[config.mk]
export PLATFORM = sky130hd
export DESIGN_NAME = alarm_controller
export DESIGN_NICKNAME = d
export VERILOG_FILES = /design/src/rtl/alarm_pkg.sv /design/src/rtl/lamp_seq_detect.sv /design/src/rtl/alarm_controller.sv
export SDC_FILE = /design/constraint.sdc
export NUM_CORES = 1
export LEC_CHECK = 0
export ABC_AREA = 1
export CELL_PAD_IN_SITES_DETAIL_PLACEMENT = 1
export CELL_PAD_IN_SITES_GLOBAL_PLACEMENT = 1
export CORE_ASPECT_RATIO = 1.5
export CORE_MARGIN = 4
export CORE_UTILIZATION = 34
export CTS_BUF_LIST = sky130_fd_sc_hd__clkbuf_8
export DETAILED_ROUTE_END_ITERATION = 8
export PLACE_DENSITY_LB_ADDON = 0.1
export SKIP_LAST_GASP = 1
export SLEW_MARGIN = 0
export SYNTH_ARGS = -nofsm -noshare
export SYNTH_HDL_FRONTEND = slang
export SYNTH_SLANG_ARGS = --single-unit
export TNS_END_PERCENT = 50
[constraint.sdc]
create_clock -name clk -period 1.4 [get_ports clk]
set_clock_uncertainty 0.05 [all_clocks]
set_input_delay 0.35 -clock clk [delete_from_list [all_inputs] [get_ports clk]]
set_output_delay 0.35 -clock clk [all_outputs]
set_load 0.005 [all_outputs]
[src/rtl/alarm_pkg.sv]
// Shared types and default parameters for the alarm controller slice.
// ALARM_COUNT_EN (in alarm_controller) enables the alarm event counter.
package alarm_pkg;

    typedef enum logic [1:0] {
        ST_IDLE     = 2'd0,
        ST_ARMED    = 2'd1,
        ST_SIREN    = 2'd2,
        ST_COOLDOWN = 2'd3
    } ctrl_state_t;

    typedef enum logic [1:0] {
        DET_START = 2'd0,
        DET_GOT01 = 2'd1,
        DET_GOT10 = 2'd2
    } det_state_t;

    localparam int DEF_NBITS           = 2;
    localparam int DEF_SIREN_CYCLES    = 8;
    localparam int DEF_COOLDOWN_CYCLES = 4;
    localparam int DEF_CNT_W           = 4;
    localparam int TIMER_W             = 8;

endpackage

[src/rtl/lamp_seq_detect.sv]
// Lamp code sequence detector: registered one-cycle hit after sampling
// codes 01, 10, 11 on consecutive cycles; code 01 always restarts at step 1.
module lamp_seq_detect
    import alarm_pkg::*;
#(
    parameter int NBITS = DEF_NBITS
) (
    input  logic             clk,
    input  logic             reset,
    input  logic [NBITS-1:0] lampadas,
    output logic             hit
);

    localparam logic [NBITS-1:0] CODE_01 = NBITS'(1);
    localparam logic [NBITS-1:0] CODE_10 = NBITS'(2);
    localparam logic [NBITS-1:0] CODE_11 = NBITS'(3);

    det_state_t state, state_next;
    logic       hit_next;

    // NOTE: sequential state uses non-blocking assignments so every register samples pre-edge values.
    always_ff @(posedge clk) begin
        if (reset) begin
            state <= DET_START;
            hit   <= 1'b0;
        end else begin
            state <= state_next;
            hit   <= hit_next;
        end
    end

    // NOTE: defaults first so no path through the block leaves an output unassigned (no latch).
    always_comb begin
        state_next = DET_START;
        hit_next   = 1'b0;
        if (lampadas == CODE_01) begin
            state_next = DET_GOT01;
        end else begin
            case (state)
                DET_GOT01: if (lampadas == CODE_10) state_next = DET_GOT10;
                DET_GOT10: if (lampadas == CODE_11) hit_next = 1'b1;
                default:   state_next = DET_START;
            endcase
        end
    end

endmodule

[src/rtl/alarm_controller.sv]
// Alarm controller: IDLE/ARMED/SIREN/COOLDOWN with one shared 8-bit timer.
// Define ALARM_COUNT_EN to build the saturating alarm_count register.
module alarm_controller
    import alarm_pkg::*;
#(
    parameter int NBITS           = DEF_NBITS,
    parameter int SIREN_CYCLES    = DEF_SIREN_CYCLES,
    parameter int COOLDOWN_CYCLES = DEF_COOLDOWN_CYCLES,
    parameter int CNT_W           = DEF_CNT_W
) (
    input  logic             clk,
    input  logic             reset,
    input  logic             arm,
    input  logic             disarm,
    input  logic             ack,
    input  logic [NBITS-1:0] lampadas,
    output logic             armed,
    output logic             siren,
    output logic             alarm_pending,
    output logic [CNT_W-1:0] alarm_count
);

    localparam logic [TIMER_W-1:0] SIREN_LOAD = TIMER_W'(SIREN_CYCLES - 1);
    localparam logic [TIMER_W-1:0] COOL_LOAD  = TIMER_W'(COOLDOWN_CYCLES - 1);
    localparam logic [TIMER_W-1:0] TIMER_ONE  = TIMER_W'(1);

    ctrl_state_t        state, state_next;
    logic [TIMER_W-1:0] timer, timer_next;
    logic               hit;
    logic               det_reset;
    logic               siren_entry;
    logic               pending_next;

    // The detector only searches while ARMED; elsewhere it is held at its start state.
    assign det_reset = reset || (state != ST_ARMED);

    lamp_seq_detect #(
        .NBITS(NBITS)
    ) u_detect (
        .clk      (clk),
        .reset    (det_reset),
        .lampadas (lampadas),
        .hit      (hit)
    );

    always_comb begin
        state_next  = state;
        timer_next  = timer;
        siren_entry = 1'b0;
        case (state)
            ST_IDLE: begin
                if (arm) state_next = ST_ARMED;
            end
            ST_ARMED: begin
                if (hit) begin
                    state_next  = ST_SIREN;
                    timer_next  = SIREN_LOAD;
                    siren_entry = 1'b1;
                end else if (disarm) begin
                    state_next = ST_IDLE;
                end
            end
            ST_SIREN: begin
                if (ack || timer == '0) begin
                    state_next = ST_COOLDOWN;
                    timer_next = COOL_LOAD;
                end else begin
                    timer_next = timer - TIMER_ONE;
                end
            end
            ST_COOLDOWN: begin
                if (disarm) begin
                    state_next = ST_IDLE;
                    timer_next = '0;
                end else if (timer == '0) begin
                    state_next = ST_ARMED;
                end else begin
                    timer_next = timer - TIMER_ONE;
                end
            end
            default: begin
                state_next = ST_IDLE;
                timer_next = '0;
            end
        endcase
        // A new alarm outranks an acknowledge arriving in the same cycle.
        pending_next = siren_entry ? 1'b1 : (ack ? 1'b0 : alarm_pending);
    end

    always_ff @(posedge clk) begin
        if (reset) begin
            state         <= ST_IDLE;
            timer         <= '0;
            armed         <= 1'b0;
            siren         <= 1'b0;
            alarm_pending <= 1'b0;
        end else begin
            state         <= state_next;
            timer         <= timer_next;
            armed         <= (state_next != ST_IDLE);
            siren         <= (state_next == ST_SIREN);
            alarm_pending <= pending_next;
        end
    end

`ifdef ALARM_COUNT_EN
    logic [CNT_W-1:0] count_q;

    always_ff @(posedge clk) begin
        if (reset) begin
            count_q <= '0;
        end else if (siren_entry && count_q != '1) begin
            count_q <= count_q + CNT_W'(1);
        end
    end

    assign alarm_count = count_q;
`else
    assign alarm_count = '0;
`endif

endmodule

==> impl_metrics.env, run 1 <==
export IMPL_cap_violations=0
export IMPL_fmaxAchievable_ghz=0.7281
export IMPL_fill_cells=357
export IMPL_worst_ep_required_time_ns=1.50
export IMPL_ys_seq_elements=16
export IMPL_synthesis_area_um2=929.6
export IMPL_cts_made_buffers=3
export IMPL_ir_drop_uv=598.4
export IMPL_syn_avg_cell_area_um2=6.456
export IMPL_dp_hpwl_mm=2.321
export IMPL_postLayoutCoreUtil=0.5132
export IMPL_yosys_warnings=0
export IMPL_grt_pass1_wl_mm=4.692
export IMPL_die_area_um2=3652
export IMPL_power_leakage_nw=0.6592
export IMPL_clkLatencyLatePin_ns=0.26
export IMPL_worstSetupPathType="reg2reg"
export IMPL_period_share=0.9810
export IMPL_rsz0062_at_grt="yes"
export IMPL_core_area_um2=2648
export IMPL_yosysUniqueCellTypes=22
export IMPL_numClockSinks=16
export IMPL_grt_max_degree=10
export IMPL_antenna_diode_count=0
export IMPL_cp_end_kind="register"
export IMPL_place_gp_congestion=0.8769
export IMPL_slew_viol_final=0
export IMPL_crit_path_max_fanout=4
export IMPL_clk_path_buf_depth=2
export IMPL_synth_cells=144
export IMPL_die_w_um=50.70
export IMPL_syn_to_final_growth_pct=46.16
export IMPL_wl_per_cell_um=13.22
export IMPL_setup_viol=0
export IMPL_vias=990
export IMPL_nets=185
export IMPL_grt_pass1_vias=1128
export IMPL_yosysSeqAreaShare=0.3445
export IMPL_holdCritPathClass="reg2reg"
export IMPL_wirelength_mm=2.802
export IMPL_hold_violations=0
export IMPL_status="finished, final reports clean"
export IMPL_dpl_worst_slack_ns=-0.2604
export IMPL_grt_overflow=0
export IMPL_arrival_ns=1.48
export IMPL_htree_num_levels=1
export IMPL_grt_antenna_before_repair=0
export IMPL_portBuffers=9
export IMPL_setup_ws_ns=0.02657
export IMPL_cp_start_kind="register"
export IMPL_dp_cells=208
export IMPL_instances_no_fill=212
export IMPL_die_h_um=72.04
export IMPL_ant_nets=0
export IMPL_ios=14
export IMPL_drc=0
export IMPL_path_clk_slew_ns=0.06
export IMPL_cts_tree="built"
export IMPL_via_per_inst=4.670
export IMPL_drive_gt1_frac=0.3657
export IMPL_cts_root_buf="clkbuf_8"
export IMPL_row_count=23
export IMPL_min_period_ns=1.373
export IMPL_dr_pass1_iters=4
export IMPL_power_density_nw_per_um2=704.1
export IMPL_postCtsSetupRepairBufs=0
export IMPL_track_usage=0.1735
export IMPL_start_util=0.3511
export IMPL_first_iter_violations=8
-- power breakdown --
part / internal (W) / switching [W] / leakage, nW / total (W)
combinational: 0.0000360 / 0.0000333 / 0.499 / 0.0000693
clock: 0.000250 / 0.000169 / 0.0288 / 0.000419
sequential: 0.000462 / 0.00000702 / 0.132 / 0.000469
total: 0.000748 / 0.000209 / 0.659 / 0.000957
-- stage by stage --
stage / hold slack (ns) / TNS (ns) / area [um2] / power [W]
floorplan: 0.3459 / 0 / 940.9 / 0.0005051
global route: 0.3943 / -0.3806 / 1359 / 0.0009913
detailed placement: 0.3596 / -2.738 / 1190 / 0.0005442
finish: 0.3682 / 0 / 1359 / 0.0009567
CTS: 0.3726 / -0.1533 / 1257 / 0.0009692
global placement: 0.3542 / -2.360 / 1190 / 0.0005421
-- logic make-up (layout without fill, tap and decap cells) --
group | after synthesis | after routing | share of synthesized area
and+or+nand+nor | 80 | 80 | 0.3849
buffers and inverters | 25 | 53 | 0.1171
DFF | 16 | 16 | 0.3446
other | 1 | 4 | 0.004034
adders and majority gates | 2 | 2 | 0.02691
AOI/OAI and AO/OA | 20 | 20 | 0.1225
-- synth_stat cells --
cell type   n  area share
nand2_4     1       0.012
nand3b_1    1      0.0081
inv_1      20       0.081
o21ai_2     2       0.019
nand2_1    34        0.14
conb_1      1      0.0040
inv_2       1      0.0040
dfxtp_1    16        0.34
a21oi_1    11       0.059
nor2_2      4       0.027
nor2_1     22       0.089
ha_1        2       0.027
nor2_4      1       0.012
nand4_1     2       0.013
nor3_1      3       0.016
o21ai_1     2       0.011
nand2_2     4       0.027
o21ai_0     3       0.016
nand3_1     8       0.043
o21bai_1    1      0.0081
buf_4       4       0.032
a21oi_2     1      0.0094
-- final timing paths --
kind	from	slack, ns	depth (start not counted)	to
worst min register to register	u_detect.state[1]	0.37	1	u_detect.state[1]
worst max-delay path	timer[1]	0.03	10	timer[4]
worst min-delay path	u_detect.state[1]	0.37	1	u_detect.state[1]
worst max register to register	timer[1]	0.03	10	timer[4]
-- cells in the final DEF (no fill, tap or decap) --
| cell | n |
|---|---|
| dfxtp_2 | 5 |
| nand4_1 | 2 |
| nand2_2 | 7 |
| dfxtp_1 | 11 |
| nor2_1 | 17 |
| dlymetal6s2s_1 | 1 |
| o21ai_2 | 3 |
| nor2_2 | 8 |
| nand2_1 | 28 |
| nand3b_1 | 1 |
| o21ai_0 | 1 |
| ha_4 | 2 |
| nand3_1 | 6 |
| clkbuf_8 | 4 |
| dlygate4sd2_1 | 3 |
| a21oi_1 | 8 |
| o21ai_4 | 1 |
| clkdlybuf4s50_1 | 5 |
| o21ai_1 | 2 |
| inv_1 | 18 |
| nand3_2 | 2 |
| a21oi_2 | 4 |
| inv_2 | 3 |
| conb_1 | 4 |
| nor2_4 | 2 |
| buf_4 | 19 |
| nand2_4 | 4 |
| nor3_1 | 3 |
| o21bai_1 | 1 |
-- flip-flops by register name (all words and copies together), names as in the netlist --
| signal | cells |
|---|---|
| armed | 1 |
| alarm_pending | 1 |
| u_detect.hit | 1 |
| siren | 1 |
| u_detect.state | 2 |
| state | 2 |
| timer | 8 |
-- what timing repair did --
action                     in CTS  in global routing
pin swaps                       3                 12
hold buffers                    0                  0
resized for setup               9                 31
setup endpoints to repair      13                 12
-- routing by layer --
metal / global-route usage / up-vias / routed length, um
met4: 0.1018 / 0 / 102
li1: - / 504 / -
met2: 0.3474 / 18 / 1628
met1: 0.1584 / 457 / 1015
met5: 0 / - / 0
met3: 0.02464 / 11 / 55
-- critical path, cell delays in order (launching register included) --
cell     delay (ns)
dfxtp_2        0.32
inv_2          0.07
ha_4           0.15
nand2_4        0.05
nor2_4         0.17
a21oi_2        0.10
buf_4          0.16
nand2_2        0.04
nand2_1        0.04
nand2_1        0.08
nor2_2         0.03
-- final cells by class --
| cell class | instances | area [um2] | share of cell area |
|---|---|---|---|
| Clock buffer | 4 | 55.05 | 0.04052 |
| Multi-Input combinational cell | 106 | 620.6 | 0.4567 |
| Tap cell | 37 | 46.29 | 0.03407 |
| Timing Repair Buffer | 28 | 231.5 | 0.1704 |
| Inverter | 21 | 78.83 | 0.05801 |
| Sequential cell | 16 | 326.6 | 0.2403 |
Power figures use the tool's default switching activity.
==> run 2, diff against run 1 <==
--- a/config.mk
+++ b/config.mk
@@ -5,14 +5,14 @@
 export SDC_FILE = /design/constraint.sdc
 export NUM_CORES = 1
 export LEC_CHECK = 0
-export ABC_AREA = 1
 export CELL_PAD_IN_SITES_DETAIL_PLACEMENT = 1
 export CELL_PAD_IN_SITES_GLOBAL_PLACEMENT = 1
 export CORE_ASPECT_RATIO = 1.5
 export CORE_MARGIN = 4
-export CORE_UTILIZATION = 34
+export CORE_UTILIZATION = 43
 export CTS_BUF_LIST = sky130_fd_sc_hd__clkbuf_8
 export DETAILED_ROUTE_END_ITERATION = 8
+export DONT_BUFFER_PORTS = 1
 export PLACE_DENSITY_LB_ADDON = 0.1
 export SKIP_LAST_GASP = 1
 export SLEW_MARGIN = 0
==> impl_metrics.env, run 2 <==
export IMPL_r2r_end="timer[1]"
export IMPL_yosysUniqueCellTypes=42
export IMPL_reg2reg_slack_ns=-0.14
export IMPL_ant_nets=0
export IMPL_grt_pass1_wl_mm=4.754
export IMPL_vias=920
export IMPL_dp_hpwl_mm=2.111
export IMPL_grt_pass1_vias=1050
export IMPL_power_w=0.0009396
export IMPL_fmaxAchievable_ghz=0.6499
export IMPL_synth_ff_type="dfxtp_1"
export IMPL_dr_pass1_iters=4
export IMPL_fin_hold_ws_ns=0.1026
export IMPL_yosysMostFrequentCell="dfxtp_1"
export IMPL_status="complete, but fails checks"
export IMPL_numClockSinks=16
export IMPL_hold_violations=0
export IMPL_start_util=0.4579
export IMPL_cp_end_kind="register"
export IMPL_track_usage=0.2160
export IMPL_synth_cells=113
export IMPL_r2r_cells=6
export IMPL_slew_viol_final=0
export IMPL_largest_register_ffs=8
export IMPL_setup_viol=9
export IMPL_holdCritPathClass="in2reg"
export IMPL_startpoint="timer[1]"
export IMPL_via_per_inst=5.897
export IMPL_grt_overflow=0
export IMPL_cp_slowest_cell="or4b_4"
export IMPL_yosysSeqAreaShare=0.3409
export IMPL_setup_ws_ns=-0.1386
export IMPL_syn_avg_cell_area_um2=8.315
export IMPL_drc=0
export IMPL_worstSetupPathType="reg2reg"
export IMPL_portBuffers=0
export IMPL_synth_edf_count=0
export IMPL_nets=144
export IMPL_cts_made_buffers=3
export IMPL_row_count=20
export IMPL_cts_tree="built"
export IMPL_crit_reg2reg_launch="timer[1]"
export IMPL_regMostFlops="timer"
export IMPL_final_cell_area_um2=1230
export IMPL_core_area_um2=2052
export IMPL_antenna_diode_count=0
export IMPL_max_stage_delay_ns=0.48
export IMPL_ir_drop_uv=606.4
export IMPL_async_flop_share=0
export IMPL_rsz0062_at_grt="yes"
export IMPL_cp_start_kind="register"
export IMPL_dpl_cell_area_um2=1119
export IMPL_final_common_cell="buf_4"
export IMPL_path_cells="inv_2, ha_4, or4b_4, o2111ai_2, nand4_1, o31ai_1"
export IMPL_htree_num_levels=1
export IMPL_fill_cells=254
export IMPL_power_density_nw_per_um2=763.9
export IMPL_grt_max_degree=13
export IMPL_place_gp_congestion=0.8578
export IMPL_worst_ep_required_time_ns=1.51
export IMPL_first_iter_violations=43
export IMPL_synth_compound_area_frac=0.2224
export IMPL_reg_top3="timer: 8 flops, state: 2 flops, u_detect.state: 2 flops"
export IMPL_synth_area_leader_cell="dfxtp_1"
export IMPL_cap_violations=0
export IMPL_holdPathStages=1
export IMPL_cts_root_buf="clkbuf_8"
export IMPL_power_leakage_nw=0.5137
export IMPL_wl_per_cell_um=18.02
export IMPL_finalSetupTns_ns=-0.9928
export IMPL_ys_seq_elements=16
export IMPL_synth_top_area_frac=0.3409
export IMPL_synthSimpleGateAreaFrac=0.3009
export IMPL_min_to="alarm_pending"
export IMPL_yosys_top_cells_area="dfxtp_1, a21oi_1, nand3_1"
export IMPL_synth_top_family_by_area="simple AND/OR/NAND/NOR gates"
export IMPL_ios=14
export IMPL_muxShareOfSynthArea=0.02264
export IMPL_wirelength_mm=2.811
export IMPL_die_w_um=46.17
export IMPL_synthXorXnorAreaFrac=0.009321
export IMPL_crit_path_max_fanout=3
export IMPL_die_area_um2=3013
export IMPL_clk_path_buf_depth=2
export IMPL_period_share=1.099
export IMPL_synthAdderAreaFrac=0.02663
export IMPL_min_period_ns=1.539
export IMPL_arrival_ns=1.65
export IMPL_syn_to_final_growth_pct=30.89
export IMPL_drive_gt1_frac=0.3881
export IMPL_postLayoutCoreUtil=0.5994
export IMPL_violations="negative setup slack"
export IMPL_die_h_um=65.25
export IMPL_netlist_top_cells_count="dfxtp_1, a21oi_1, nand3_1"
export IMPL_min_from="reset"
export IMPL_path_clk_slew_ns=0.07
export IMPL_yosys_warnings=0
export IMPL_grt_antenna_before_repair=0
export IMPL_synthesis_area_um2=939.7
export IMPL_final_cell_mix="buf_4, dfxtp_1, a21oi_1, nor2_1"
export IMPL_clkLatencyLatePin_ns=0.26
## run 2: cell types whose count changed in the layout (fill, tap and decap cells not counted), sizes merged, moves of 4 or more
| cell | delta |
|---|---|
| inv | -15 |
| clkdlybuf4s50 | -5 |
| o31ai | +4 |
| nor2 | -19 |
| o21ai | -4 |
| nand2 | -32 |
## run 2: worst max-delay path: cells and delay by family, from the launching register on
family,cells,cell delay [ns]
AO/OA/AOI/OAI,2,0.27
adder cells (fa/ha/maj),1,0.14
buffers and inverters,1,0.07
flip-flops,1,0.32
AND/OR/NAND/NOR,2,0.59
## run 2: what timing repair did
item                       in CTS  in global routing
hold endpoints to repair        0                  0
hold buffers                    0                  0
buffers inserted                1                  0
setup endpoints to repair      10                 11
resized for setup              10                  3
pin swaps                       6                  4
## run 2: power by group
group | internal [W] | switching [W] | leakage, nW
Sequential | 0.000460 | 0.00000332 | 0.131
Combinational | 0.0000209 | 0.0000326 | 0.353
Clock | 0.000250 | 0.000172 | 0.0288
Total | 0.000731 | 0.000208 | 0.514
## run 2: per-layer routing
layer / wire length, um / up-vias / track usage
li1: - / 452 / -
met1: 1139 / 447 / 0.2319
met2: 1529 / 13 / 0.3879
met3: 69 / 8 / 0.03562
met4: 72 / 0 / 0.09609
met5: 0 / - / 0
## run 2: metrics by stage
stage | std cells | worst slack, ns
3_5_place_dp | 151 | -0.1690
3_3_place_gp | 151 | -0.1066
6_report | 156 | -0.1386
2_1_floorplan | 116 | -0.04705
4_1_cts | 156 | -0.1362
5_1_grt | 156 | -0.2334
## run 2: cell type report
type                    instances  area, um2  share of cell area
well taps                      22      27.53             0.02238
multi-input cells              86      634.4              0.5158
flip-flops and latches         16      325.3              0.2645
clock buffers                   4      55.05             0.04476
repair buffers                 22      165.2              0.1343
inverters                       6      22.52             0.01831
## run 2: worst max path at each step
stage / to / cells past startpoint
2_1_floorplan: timer[1] / 6
3_3_place_gp: timer[6] / 4
3_5_place_dp: timer[6] / 4
4_1_cts: timer[1] / 6
5_1_grt: timer[0] / 5
6_report: timer[1] / 6
## run 2: logic make-up (layout without fill, tap and decap cells)
family,count (synthesis),count (layout)
AND/OR/NAND/NOR,45,45
AO/OA/AOI/OAI,32,32
flip-flops,16,16
buffers and inverters,14,32
adder cells (fa/ha/maj),2,2
multiplexers,2,2
other,1,4
XOR/XNOR,1,1
==> run 3, diff against run 2 <==
--- a/config.mk
+++ b/config.mk
@@ -13,6 +13,7 @@
 export CTS_BUF_LIST = sky130_fd_sc_hd__clkbuf_8
 export DETAILED_ROUTE_END_ITERATION = 8
 export DONT_BUFFER_PORTS = 1
+export GPL_ROUTABILITY_DRIVEN = 0
 export PLACE_DENSITY_LB_ADDON = 0.1
 export SKIP_LAST_GASP = 1
 export SLEW_MARGIN = 0
==> results of run 3 <==
Same layout as run 2: the final DEF is identical, and so are final timing and power.
